File: config.mk
export PLATFORM = sky130hd
export DESIGN_NAME = pc_stack_seq
export DESIGN_NICKNAME = d
export VERILOG_FILES = /design/src/rtl/pc_stack_seq.sv
export SDC_FILE = /design/constraint.sdc
export NUM_CORES = 1
export LEC_CHECK = 0
export ABC_AREA = 1
export CAP_MARGIN = 20
export CORE_MARGIN = 2
export CORE_UTILIZATION = 55
export CTS_CLUSTER_DIAMETER = 50
export DETAILED_ROUTE_END_ITERATION = 8
export PLACE_DENSITY = 0.81
export SLEW_MARGIN = 0
export SYNTH_ARGS = -nofsm -noshare
export SYNTH_HDL_FRONTEND = slang
export SYNTH_SLANG_ARGS = --single-unit
File: constraint.sdc
create_clock -name clk -period 4.28 [get_ports clk]
set_input_delay 0.856 -clock clk [delete_from_list [all_inputs] [get_ports clk]]
set_output_delay 0.856 -clock clk [all_outputs]
set_load 0.05 [all_outputs]
File: src/rtl/pc_stack_seq.sv
// Program-counter sequencer: advances the PC, takes relative/absolute jumps, and
// handles call/return through a small return-address stack under a run/halt FSM.
module pc_stack_seq #(
    parameter int D           = 12,
    parameter int STACK_DEPTH = 4,
    parameter int START_ADDR  = 0
) (
    input  logic                               clk,
    input  logic                               reset,
    input  logic                               start,
    input  logic                               stall,
    input  logic                               jump_en,
    input  logic                               jump_abs,
    input  logic                               direction,
    input  logic [D-1:0]                       target,
    input  logic                               call_en,
    input  logic                               ret_en,
    input  logic                               halt,
    output logic [D-1:0]                       prog_ctr,
    output logic                               running,
    output logic                               done,
    output logic [$clog2(STACK_DEPTH+1)-1:0]   sp,
    output logic                               fault
);

    localparam int SPW = $clog2(STACK_DEPTH + 1);
    localparam int AW  = (STACK_DEPTH > 1) ? $clog2(STACK_DEPTH) : 1;
    localparam logic [D-1:0]   START_PC = D'(START_ADDR);
    localparam logic [SPW-1:0] SP_FULL  = SPW'(STACK_DEPTH);

    localparam logic [1:0] S_IDLE   = 2'd0;
    localparam logic [1:0] S_RUN    = 2'd1;
    localparam logic [1:0] S_HALTED = 2'd2;

    logic [1:0]     state;
    logic [D-1:0]   stack_mem [0:(2**AW)-1];
    logic [D-1:0]   pc_inc;
    logic [D-1:0]   jump_pc;
    logic [D-1:0]   ret_pc;
    logic [SPW-1:0] sp_dec;
    logic           stack_full;
    logic           stack_empty;
    logic           active;
    logic           push;

    // All PC arithmetic wraps naturally at D bits.
    always_comb begin
        pc_inc      = prog_ctr + D'(1);
        jump_pc     = jump_abs ? target : (direction ? prog_ctr + target : prog_ctr - target);
        sp_dec      = sp - SPW'(1);
        ret_pc      = stack_mem[sp_dec[AW-1:0]];
        stack_full  = (sp == SP_FULL);
        stack_empty = (sp == '0);
        active      = (state == S_RUN) && !reset && !start && !halt && !stall;
        push        = active && !ret_en && call_en && !stack_full;
    end

    // Stack entries need no reset: sp alone decides which entries are live.
    always_ff @(posedge clk) begin
        if (push) begin
            stack_mem[sp[AW-1:0]] <= pc_inc;
        end
    end

    always_ff @(posedge clk) begin
        if (reset) begin
            state    <= S_IDLE;
            prog_ctr <= '0;
            sp       <= '0;
            fault    <= 1'b0;
        end else if (start) begin
            state    <= S_RUN;
            prog_ctr <= START_PC;
            sp       <= '0;
            fault    <= 1'b0;
        end else begin
            case (state)
                S_RUN: begin
                    if (halt) begin
                        state <= S_HALTED;
                    end else if (stall) begin
                        state <= S_RUN;
                    end else if (ret_en) begin
                        if (stack_empty) begin
                            fault <= 1'b1;
                            state <= S_HALTED;
                        end else begin
                            prog_ctr <= ret_pc;
                            sp       <= sp_dec;
                        end
                    end else if (call_en) begin
                        // Overflow halts with PC and stack left exactly as they were.
                        if (stack_full) begin
                            fault <= 1'b1;
                            state <= S_HALTED;
                        end else begin
                            prog_ctr <= jump_pc;
                            sp       <= sp + SPW'(1);
                        end
                    end else if (jump_en) begin
                        prog_ctr <= jump_pc;
                    end else begin
                        prog_ctr <= pc_inc;
                    end
                end
                default: state <= state;
            endcase
        end
    end

    assign running = (state == S_RUN);
    assign done    = (state == S_HALTED);

endmodule

==> metrics.md, run 1 <==
| Metric | Value |
|---|---|
| Outcome | `complete, no violations` |
| CTS Buffer Depth | `2` |
| Post-synth EDFFs | `48` |
| Initial DRC Count | `between 200 and 250` |
| Final wirelength | `around 10000 um` |
| Clk sinks | `66` |
| Syn_nets | `around 530` |
| Pin count of the biggest net entering global routing | `29` |
| First-pass GRT wire length | `between 15000 and 20000 um` |
| Via density | `approximately 5.6` |
| Max Clock Skew | `between 0.01 and 0.015 ns` |
| Area growth, synth to finish | `17.5%` |
| Utilization after layout | `66.1%` |
| Io pins | `40` |
| Synth area leaders | `edfxtp_1 (36%), dfxtp_1 (8.9%), nand2_1 (8.4%)` |
| Remaining DRCs | `0` |
| Post-synthesis area per instance | `between 8 and 9 um2` |
| Seq cells post-synth | `66` |
| Max-slew violations | `0` |
| Commonest non-fill, non-tap cell in the layout | `nand2_1` |
| Period utilisation layout | `75.6%` |
| Max H-tree Level | `3` |
| # diodes | `0` |
| Pwr dens | `305 nW/um2` |
| GRT Util Overall | `25.0%` |
| Worst vdd ir | `0.205 mV` |
| Clock root buffer | `clkbuf_8` |
| Slew HR | `55.1%` |
| Critical Path Source Type | `primary input` |
| CP required | `around 4.6 ns` |
| Max-cap viol count | `0` |
| Nets | `571` |
| Hold Vio Cnt, Final | `0` |
| Starting Density | `between 50 and 60%` |
| Critical Path Fanout Max | `4` |
| Setup Buffers After CTS | `0` |
| Seq/Total Area, Yosys | `between 40% and 50%` |
| Hold slack | `0.485 ns` |
| Post-Syn Area | `4060 um2` |
| Port Buffers | `39` |
| WP data arrival | `3.52 ns` |
| Grt ovf | `0` |
| RSZ-0062 raised after global routing | `no` |
| Gpl congestion | `0.972` |
| Critical path class | `primary input to flop` |
| # setup viols final | `0` |
| Synth Flop Type | `edfxtp_1` |
| Total Power | `~1.5 mW` |
| Site Rows | `31` |
| Initial antenna violation count | `0` |
| Share of cells above drive strength 1 | `around 7.7%` |
| Synth Instances | `just under 500` |
| CTS Hold Buffers Added | `0` |
| Antenna Nets Post-Route | `0` |
| CTS clk-pin slew, worst paths | `0.07 ns` |
| HPWL after detailed placement | `7040 um` |
| Worst Setup Slack, final | `approximately 1.0 ns` |
| Most frequent cells in the layout | `nand2_1 (91), a21oi_1 (57), inv_1 (49)` |
| Min-Delay Path Class | `flop to flop` |
| Synth Warn # | `0` |
| Leakage power | `a little under 2 nW` |
| Synth cell types | `39` |
| Ys async rst share | `0%` |
| Setup TNS | `0 ns` |
| Die W | `89.9 um` |
| Post-cts sizing count | `0` |
| Final min period | `3.24 ns` |
| CTS tree | `yes` |
| Core area | `roughly 7200 um2` |
| Die height | `89.9 um` |
| Least-Margin Pin Slew | `0.672 ns` |
| Vias | `around 3500` |
| Cell taking the most area after synthesis | `edfxtp_1` |
| Num CTS Buffers | `9` |
| Vias in the first global route | `3386` |
| Pre-antenna DRT Iters | `5` |
| Max Clock Freq | `approximately 310 MHz` |
| CP endpoint kind | `flop` |
| Drt wl/cell | `15.7 um` |
| Worst skew pair latency | `0.35 ns` |
| Synth top area share | `35.5%` |
| Fillers | `591` |
| Die ar. | `around 8100 um2` |
| DP Worst Slack | `0.695 ns` |
[critical path: stages]
cell and delay [ns]:
clkdlybuf4s50_1 0.42, inv_1 0.12, ha_1 0.22, nand3_1 0.14, o31ai_1 0.36, xnor2_1 0.13, ha_1 0.35, nand2_1 0.10
nor2_1 0.15, nand3_1 0.09, nand3_1 0.14, inv_1 0.06, nand2_1 0.06, nand3_1 0.06, nand2_1 0.08, nand2_1 0.05
a21oi_1 0.11
[sequential cells by signal, summed over array words and instances (netlist names)]
name,cells
state,2
prog_ctr,12
fault,1
sp,3
stack_mem,48
[per-layer routing]
layer	up-vias	routed length (um)	part of all wire, %	global-route usage [%]
met3	20	576	5.8	4.69
met2	125	4800	48	42.8
met1	1626	4280	43	31.2
met4	0	256	2.6	10.5
li1	1738	-	-	-
met5	-	0	0	0
[where the power goes]
| group | total (mW) | switching, mW | internal (mW) |
|---|---|---|---|
| clock network | 0.585 | 0.253 | 0.331 |
| logic | 0.185 | 0.114 | 0.0710 |
| registers | 0.685 | 0.00397 | 0.681 |
[logic make-up after synthesis]
logic type | Yosys count | share of synthesized area (%)
AO/OA/AOI/OAI | 124 | 17.2
XOR/XNOR | 21 | 4.53
adder cells (fa/ha/maj) | 23 | 7.28
buffers and inverters | 69 | 7.43
flip-flops | 66 | 44.4
AND/OR/NAND/NOR | 180 | 19.2
[stage by stage]
| stage | cell area, um2 | cells |
|---|---|---|
| finish | 4770 | 630 |
| global route | 4770 | 630 |
| CTS | 4770 | 630 |
| detailed placement | 4540 | 614 |
| global placement | 4540 | 614 |
| floorplan | 4060 | 483 |
[synth_stat cells, drive strengths merged (2+ instances only)]
master   n
xor2    14
nand4    5
a31oi    2
edfxtp  48
nor3     5
o211ai   3
nand3   26
a221o    7
nor2    50
xnor2    7
o22ai    4
a21oi   58
inv     51
buf     13
dfxtp   18
clkbuf   4
nand2   92
o31ai    2
o21ai   42
ha      22
o221ai   2
[final cells by class]
| cell class | instances | area [um2] | share of cell area (%) |
|---|---|---|---|
| multi-input combinational | 348 | 1950 | 41.0 |
| sequential | 66 | 1800 | 37.8 |
| timing repair buffer | 49 | 465 | 9.76 |
| inverter | 52 | 196 | 4.12 |
| clock buffer | 9 | 124 | 2.60 |
| tap | 99 | 124 | 2.60 |
| clock inverter | 7 | 101 | 2.13 |
[path summary, 6_finish.rpt]
path,startpoint,end,slack (ns),cells after the start
worst max-delay path,target[0],prog_ctr[11]$_SDFFE_PP0P_,1.04,17
worst min-delay path,state[1]$_SDFFE_PP0P_,state[1]$_SDFFE_PP0P_,0.48,2
worst max register to register,sp[0]$_SDFFE_PP0P_,prog_ctr[3]$_SDFFE_PP0P_,1.78,11
worst min register to register,state[1]$_SDFFE_PP0P_,state[1]$_SDFFE_PP0P_,0.48,2
(Power assumes the default switching activity.)
==> run 2: changes to the inputs <==
--- a/config.mk
+++ b/config.mk
@@ -8,7 +8,7 @@
 export ABC_AREA = 1
 export CAP_MARGIN = 20
 export CORE_MARGIN = 2
-export CORE_UTILIZATION = 55
+export CORE_UTILIZATION = 52
 export CTS_CLUSTER_DIAMETER = 50
 export DETAILED_ROUTE_END_ITERATION = 8
 export PLACE_DENSITY = 0.81
==> constraint.sdc (replaced) <==
create_clock -name clk -period 2.67 [get_ports clk]
set_input_delay 0.534 -clock clk [delete_from_list [all_inputs] [get_ports clk]]
set_output_delay 0.534 -clock clk [all_outputs]
set_load 0.05 [all_outputs]
==> metrics.md, run 2 (same netlist as run 1, synthesis figures left out) <==
| Metric | Value |
|---|---|
| Port Buffers | `39 (unchanged)` |
| DP Worst Slack | `-0.431 ns (was 0.695 ns)` |
| Busiest grt layer | `met2 (unchanged)` |
| Num CTS Buffers | `9 (unchanged)` |
| Core area | `7650 um2 (was 7210 um2)` |
| Final min period | `2.47 ns` |
| Vias in the first global route | `3650 (was 3386)` |
| Worst skew pair latency | `0.34 ns (was 0.35 ns)` |
| Switching Fraction | `25.5% (about the same)` |
| Initial antenna violation count | `0 (unchanged)` |
| Met3 GRT Util | `6.10% (was 4.69%)` |
| Clock root buffer | `clkbuf_8 (unchanged)` |
| Cell Chain, Critical Path | `clkdlybuf4s50_1 -> nor2_1 -> nand2_1 -> nor2_2 -> a21oi_1 -> xor2_1 -> ha_1 -> nand2_1 -> nor2_1 -> nand3_1 -> nand3_1 -> inv_1 -> nand2_1 -> nand3_1 -> nand2_1 -> nand2_1 -> a21oi_1 (was clkdlybuf4s50_1 -> inv_1 -> ha_1 -> nand3_1 -> o31ai_1 -> xnor2_1 -> ha_1 -> nand2_1 -> nor2_1 -> nand3_1 -> nand3_1 -> inv_1 -> nand2_1 -> nand3_1 -> nand2_1 -> nand2_1 -> a21oi_1)` |
| Die height | `92.3 um (was 89.9 um)` |
| Clock network fraction of design power | `38.4% (was 40.2%)` |
| Commonest non-fill, non-tap cell in the layout | `nand2_1 (unchanged)` |
| Slew HR | `65.3% (was 55.1%)` |
| Clk sinks | `66 (unchanged)` |
| CP max-delay cell | `clkdlybuf4s50_1 (unchanged)` |
| Max FFs per register | `48 (unchanged)` |
| Dpl cells | `646 (was 614)` |
| Placed Area | `4760 um2 (was 4540 um2)` |
| Antenna Nets Post-Route | `0 (unchanged)` |
| CP required | `2.95 ns (was 4.56 ns)` |
| Final wirelength | `10700 um (was 9910 um)` |
| P_int | `1.77 mW (was 1.08 mW)` |
| GRT Util Overall | `25.6% (was 25.0%)` |
| Grt ovf | `0 (unchanged)` |
| Crit path launch | `target[6] (was target[0])` |
| Worst vdd ir | `0.329 mV (was 0.205 mV)` |
| Area growth, synth to finish | `27.7% (was 17.5%)` |
| Pwr dens | `460 nW/um2 (was 305 nW/um2)` |
| Max-slew violations | `0 (unchanged)` |
| # setup viols final | `0 (unchanged)` |
| Remaining DRCs | `0 (unchanged)` |
| GR Layer Usage met1 | `29.7% (was 31.2%)` |
| Max Clock Freq | `a little over 400 MHz` |
| Sequential Power Share | `46.1% (was 47.1%)` |
| Vias | `3690 (was 3509)` |
| Period utilisation layout | `92.6%` |
| Critical Path Fanout Max | `2 (was 4)` |
| Design area | `5180 um2 (was 4770 um2)` |
| Comb power frac | `15.5% (was 12.7%)` |
| Register-to-Register Path Depth | `11 (unchanged)` |
| Starting Density | `53.1% (was 56.2%)` |
| CTS clk-pin slew, worst paths | `0.08 ns (was 0.07 ns)` |
| CTS tree | `yes (unchanged)` |
| Drt wl/cell | `16.0 um (was 15.7 um)` |
| Gpl congestion | `0.933 (was 0.972)` |
| Worst Setup EP | `prog_ctr[11]$_SDFFE_PP0P_ (unchanged)` |
| RSZ-0062 raised after global routing | `no (unchanged)` |
| Outcome | `complete, no violations (unchanged)` |
| Critical R2R Capture | `prog_ctr[1]$_SDFFE_PP0P_ (was prog_ctr[3]$_SDFFE_PP0P_)` |
| First-pass GRT wire length | `16800 um (was 16100 um)` |
| Max-cap viol count | `0 (unchanged)` |
| Pin count of the biggest net entering global routing | `29 (unchanged)` |
| Most frequent cells in the layout | `nand2_1 (87), a21oi_1 (53), edfxtp_1 (48) (was nand2_1 (91), a21oi_1 (57), inv_1 (49))` |
| Initial DRC Count | `270 (was 202)` |
| Least-Margin Pin Slew | `0.519 ns (was 0.672 ns)` |
| # diodes | `0 (unchanged)` |
| Crit-path max cell delay | `0.42 ns (about the same)` |
| Share of cells above drive strength 1 | `18.3% (was 7.72%)` |
| Max H-tree Level | `3 (unchanged)` |
| Cell mode on critical path | `nand2_1` |
| Hold Vio Cnt, Final | `0 (unchanged)` |
| Final Non-Filler Cells | `666 (was 630)` |
| Reg2Reg Setup Slack | `0.56 ns (was 1.78 ns)` |
| Total Power | `2.38 mW (was 1.45 mW)` |
| Io pins | `40 (unchanged)` |
| Leakage power | `2.21 nW (was 1.96 nW)` |
| CTS Buffer Depth | `2 (unchanged)` |
| Worst Setup Slack, final | `0.198 ns (was 1.04 ns)` |
| Site Rows | `32 (was 31)` |
| Setup TNS | `0 ns (unchanged)` |
| Critical path class | `primary input to flop (unchanged)` |
| HPWL after detailed placement | `7430 um (was 7040 um)` |
| Nets | `604 (was 571)` |
| P_sw | `0.607 mW (was 0.371 mW)` |
| GR Util met2 | `44.6% (was 42.8%)` |
| Die ar. | `8530 um2 (was 8080 um2)` |
| Die W | `92.3 um (was 89.9 um)` |
| Min-Delay Path Class | `flop to flop (unchanged)` |
| Max Clock Skew | `0.00842 ns (was 0.0114 ns)` |
| FF-to-FF Start | `sp[1]$_SDFFE_PP0P_ (was sp[0]$_SDFFE_PP0P_)` |
| WP data arrival | `2.75 ns (was 3.52 ns)` |
| CP endpoint kind | `flop (unchanged)` |
| Via density | `5.54 (was 5.57)` |
| Critical Path Source Type | `primary input (unchanged)` |
| Hold Crit Depth | `2 (unchanged)` |
| Pre-antenna DRT Iters | `5 (unchanged)` |
run 2: per-stage QoR:
stage          hold WS, ns  utilization, %
6_report             0.479            67.8
4_1_cts              0.479            65.3
3_5_place_dp         0.462            62.3
3_3_place_gp         0.454            62.3
5_1_grt              0.533            67.8
2_1_floorplan        0.456               -
run 2: worst max-delay path, delay by kind of cell:
kind / cells / cell delay [ns]
and+or+nand+nor: 11 / 1.05
xor gates and xnor gates: 1 / 0.19
adders and majority gates: 1 / 0.30
AOI/OAI and AO/OA: 2 / 0.20
buffers and inverters: 2 / 0.47
run 2: cell type report:
type / instances / area (um2)
clock buffers: 9 / 124
clock inverters: 7 / 93.8
fillers: 554 / 2470
inverters: 52 / 196
multi-input cells: 348 / 2110
flip-flops and latches: 66 / 1800
well taps: 102 / 128
repair buffers: 82 / 728
run 2: per-layer routing:
metal	wire, um	up-vias
met5	0	-
met1	4270	1717
met4	327	0
met2	5460	137
met3	611	23
li1	-	1813
run 2: what timing repair did:
| action | CTS | global route |
|---|---|---|
| pin swaps | 0 | 19 |
| hold buffers | 0 | 0 |
| buffers inserted | 0 | 4 |
| gates resized for setup | 4 | 40 |
| setup endpoints to repair | 3 | 10 |
run 2: worst min path at each step:
stage	slack, ns	endpoint	from
after floorplan	0.46	state[1]$_SDFFE_PP0P_	state[1]$_SDFFE_PP0P_
after global placement	0.45	fault$_SDFFE_PP0P_	fault$_SDFFE_PP0P_
after detailed placement	0.46	fault$_SDFFE_PP0P_	fault$_SDFFE_PP0P_
after CTS	0.48	fault$_SDFFE_PP0P_	fault$_SDFFE_PP0P_
after global routing	0.53	state[1]$_SDFFE_PP0P_	state[1]$_SDFFE_PP0P_
final	0.48	fault$_SDFFE_PP0P_	fault$_SDFFE_PP0P_
run 2: power by group through the flow:
stage	Clock, mW	Combinational (mW)	Sequential (mW)
2_1_floorplan	0	0.186	1.13
6_report	0.915	0.369	1.10
4_1_cts	0.922	0.331	1.10
3_5_place_dp	0	0.327	1.12
5_1_grt	0.969	0.403	1.10
3_3_place_gp	0	0.320	1.12
==> run 3: changes to the inputs <==
--- a/config.mk
+++ b/config.mk
@@ -8,11 +8,12 @@
 export ABC_AREA = 1
 export CAP_MARGIN = 20
 export CORE_MARGIN = 2
-export CORE_UTILIZATION = 52
+export CORE_UTILIZATION = 30
 export CTS_CLUSTER_DIAMETER = 50
 export DETAILED_ROUTE_END_ITERATION = 8
-export PLACE_DENSITY = 0.81
+export PLACE_DENSITY = 0.51
 export SLEW_MARGIN = 0
 export SYNTH_ARGS = -nofsm -noshare
 export SYNTH_HDL_FRONTEND = slang
 export SYNTH_SLANG_ARGS = --single-unit
+export TNS_END_PERCENT = 10
==> constraint.sdc (replaced) <==
create_clock -name clk -period 2.45 [get_ports clk]
set_input_delay 0.49 -clock clk [delete_from_list [all_inputs] [get_ports clk]]
set_output_delay 0.49 -clock clk [all_outputs]
set_load 0.05 [all_outputs]
==> metrics.md, run 3 (same netlist as run 1, synthesis figures left out) <==
| Metric | Value |
|---|---|
| Outcome | `complete, no violations (unchanged)` |
| Die W | `120 um (was 92.3 um)` |
| Critical path class | `primary input to flop (unchanged)` |
| Worst vdd ir | `0.247 mV (was 0.329 mV)` |
| Initial DRC Count | `258 (was 270)` |
| Clk sinks | `66 (unchanged)` |
| Utilization after layout | `41.6% (was 67.8%)` |
| Leakage power | `2.28 nW (was 2.21 nW)` |
| Num CTS Buffers | `9 (unchanged)` |
| # diodes | `0 (unchanged)` |
| Via density | `4.84 (was 5.54)` |
| Max Clock Skew | `0.00635 ns (was 0.00842 ns)` |
| Pre-antenna DRT Iters | `4 (was 5)` |
| Worst skew pair latency | `0.33 ns (was 0.34 ns)` |
| Most frequent cells in the layout | `nand2_1 (80), buf_4 (50), a21oi_1 (48), edfxtp_1 (48), inv_1 (45) (was nand2_1 (87), a21oi_1 (53), edfxtp_1 (48))` |
| Critical Path Source Type | `primary input (unchanged)` |
| Pin count of the biggest net entering global routing | `28 (was 29)` |
| Min-Delay Path Class | `flop to flop (unchanged)` |
| Placed Area | `5010 um2 (was 4760 um2)` |
| Io pins | `40 (unchanged)` |
| Max-slew violations | `0 (unchanged)` |
| Commonest non-fill, non-tap cell in the layout | `nand2_1 (unchanged)` |
| CP required | `2.72 ns (was 2.95 ns)` |
| GR Layer Usage met1 | `20.4% (was 29.7%)` |
| Critical Path Fanout Max | `4 (was 2)` |
| Design area | `5520 um2 (was 5180 um2)` |
| GRT Util Overall | `16.3% (was 25.6%)` |
| Clock root buffer | `clkbuf_16 (was clkbuf_8)` |
| Max H-tree Level | `3 (unchanged)` |
| # setup viols final | `0 (unchanged)` |
| CTS clk-pin slew, worst paths | `0.05 ns (was 0.08 ns)` |
| Die ar. | `14500 um2 (was 8530 um2)` |
| Grt ovf | `0 (unchanged)` |
| GR Util met2 | `27.7% (was 44.6%)` |
| Final min period | `2.37 ns` |
| Hold slack | `0.486 ns (was 0.479 ns)` |
| Final wirelength | `11200 um (was 10700 um)` |
| Least-Margin Pin Slew | `0.526 ns (was 0.519 ns)` |
| Setup TNS | `0 ns (unchanged)` |
| First-pass GRT wire length | `18400 um (was 16800 um)` |
| Share of cells above drive strength 1 | `23.4% (was 18.3%)` |
| Max FFs per register | `48 (unchanged)` |
| RSZ-0062 raised after global routing | `yes (was no)` |
| Remaining DRCs | `0 (unchanged)` |
| Max Clock Freq | `422 MHz` |
| Vias | `3641 (was 3690)` |
| CP endpoint kind | `flop (unchanged)` |
| Gpl congestion | `0.874 (was 0.933)` |
| Hold Vio Cnt, Final | `0 (unchanged)` |
| Pwr dens | `502 nW/um2 (was 460 nW/um2)` |
| Max-cap viol count | `0 (unchanged)` |
| Antenna Nets Post-Route | `0 (unchanged)` |
| Initial antenna violation count | `0 (unchanged)` |
| Port Buffers | `39 (unchanged)` |
| Vias in the first global route | `3650 (unchanged)` |
| Die height | `120 um (was 92.3 um)` |
| CTS Hold Buffers Added | `0 (unchanged)` |
| Period utilisation layout | `96.7%` |
| Site Rows | `42 (was 32)` |
| HPWL after detailed placement | `8170 um (was 7430 um)` |
| Area growth, synth to finish | `35.9% (was 27.7%)` |
| Drt wl/cell | `14.9 um (was 16.0 um)` |
| Nets | `616 (was 604)` |
| Starting Density | `30.6% (was 53.1%)` |
| Slew HR | `64.8% (was 65.3%)` |
| CTS Buffer Depth | `2 (unchanged)` |
| CTS tree | `yes (unchanged)` |
| Core area | `13200 um2 (was 7650 um2)` |
| Met3 GRT Util | `2.55% (was 6.10%)` |
| Busiest grt layer | `met2 (unchanged)` |
| WP data arrival | `2.63 ns (was 2.75 ns)` |
| Total Power | `2.77 mW (was 2.38 mW)` |
==> run 3: changes by cell type in the layout (fill, tap and decap cells not counted), sizes merged <==
cell,before,now
clkbuf,9,14
bufinv,2,0
buf,44,55
dlygate4sd2,0,6
dlymetal6s2s,7,3
clkinv,5,3
clkdlybuf4s50,31,29
==> run 3: final cells by class <==
class                           instances  area, um2
Clock inverter                          3       17.5
Timing Repair Buffer                   94        843
Multi-Input combinational cell        348       2180
Fill cell                            1327       7730
Inverter                               52        199
Clock buffer                           13        250
Sequential cell                        66       1810
Tap cell                              176        220
==> run 3: final timing paths <==
| check | cells past startpoint | endpoint | start | slack [ns] |
|---|---|---|---|---|
| worst max-delay path | 15 | prog_ctr[11]$_SDFFE_PP0P_ | target[4] | 0.08 |
| worst min-delay path | 2 | fault$_SDFFE_PP0P_ | fault$_SDFFE_PP0P_ | 0.49 |
| worst max register to register | 8 | stack_mem[3][4]$_DFFE_PP_ | sp[1]$_SDFFE_PP0P_ | 0.51 |
| worst min register to register | 2 | fault$_SDFFE_PP0P_ | fault$_SDFFE_PP0P_ | 0.49 |
==> run 3: metal layers <==
layer | up-vias | wire length, um
met4 | 0 | 280
met2 | 89 | 5490
met5 | - | 0
li1 | 1835 | -
met1 | 1693 | 5030
met3 | 24 | 430
==> run 3: timing repair <==
action,4_1_cts,5_1_grt
pin swaps,16,20
setup endpoints to repair,9,8
setup buffers,1,4
hold endpoints to repair,0,0
gates resized for setup,33,40
==> run 3: per-stage QoR <==
stage	setup slack, ns	instances
floorplan	0.0199	483
global placement	-0.690	731
detailed placement	-0.732	731
CTS	0.00181	748
global route	-0.0683	752
finish	0.0812	752
==> run 3: worst max-delay path: stages <==
cell	delay (ns)
dlygate4sd2_1	0.28
nor3_4	0.25
nand3_4	0.13
o31ai_2	0.21
xnor2_1	0.09
ha_1	0.36
nand2_1	0.08
nand2_1	0.08
a21oi_2	0.14
nand3_2	0.10
nand3_1	0.07
nand3_1	0.07
nand2_1	0.07
nand2_1	0.06
a21oi_2	0.12
==> run 3: where the power goes <==
part | internal, mW | switching [mW]
clock | 0.708 | 0.436
combinational | 0.186 | 0.237
sequential | 1.19 | 0.00706
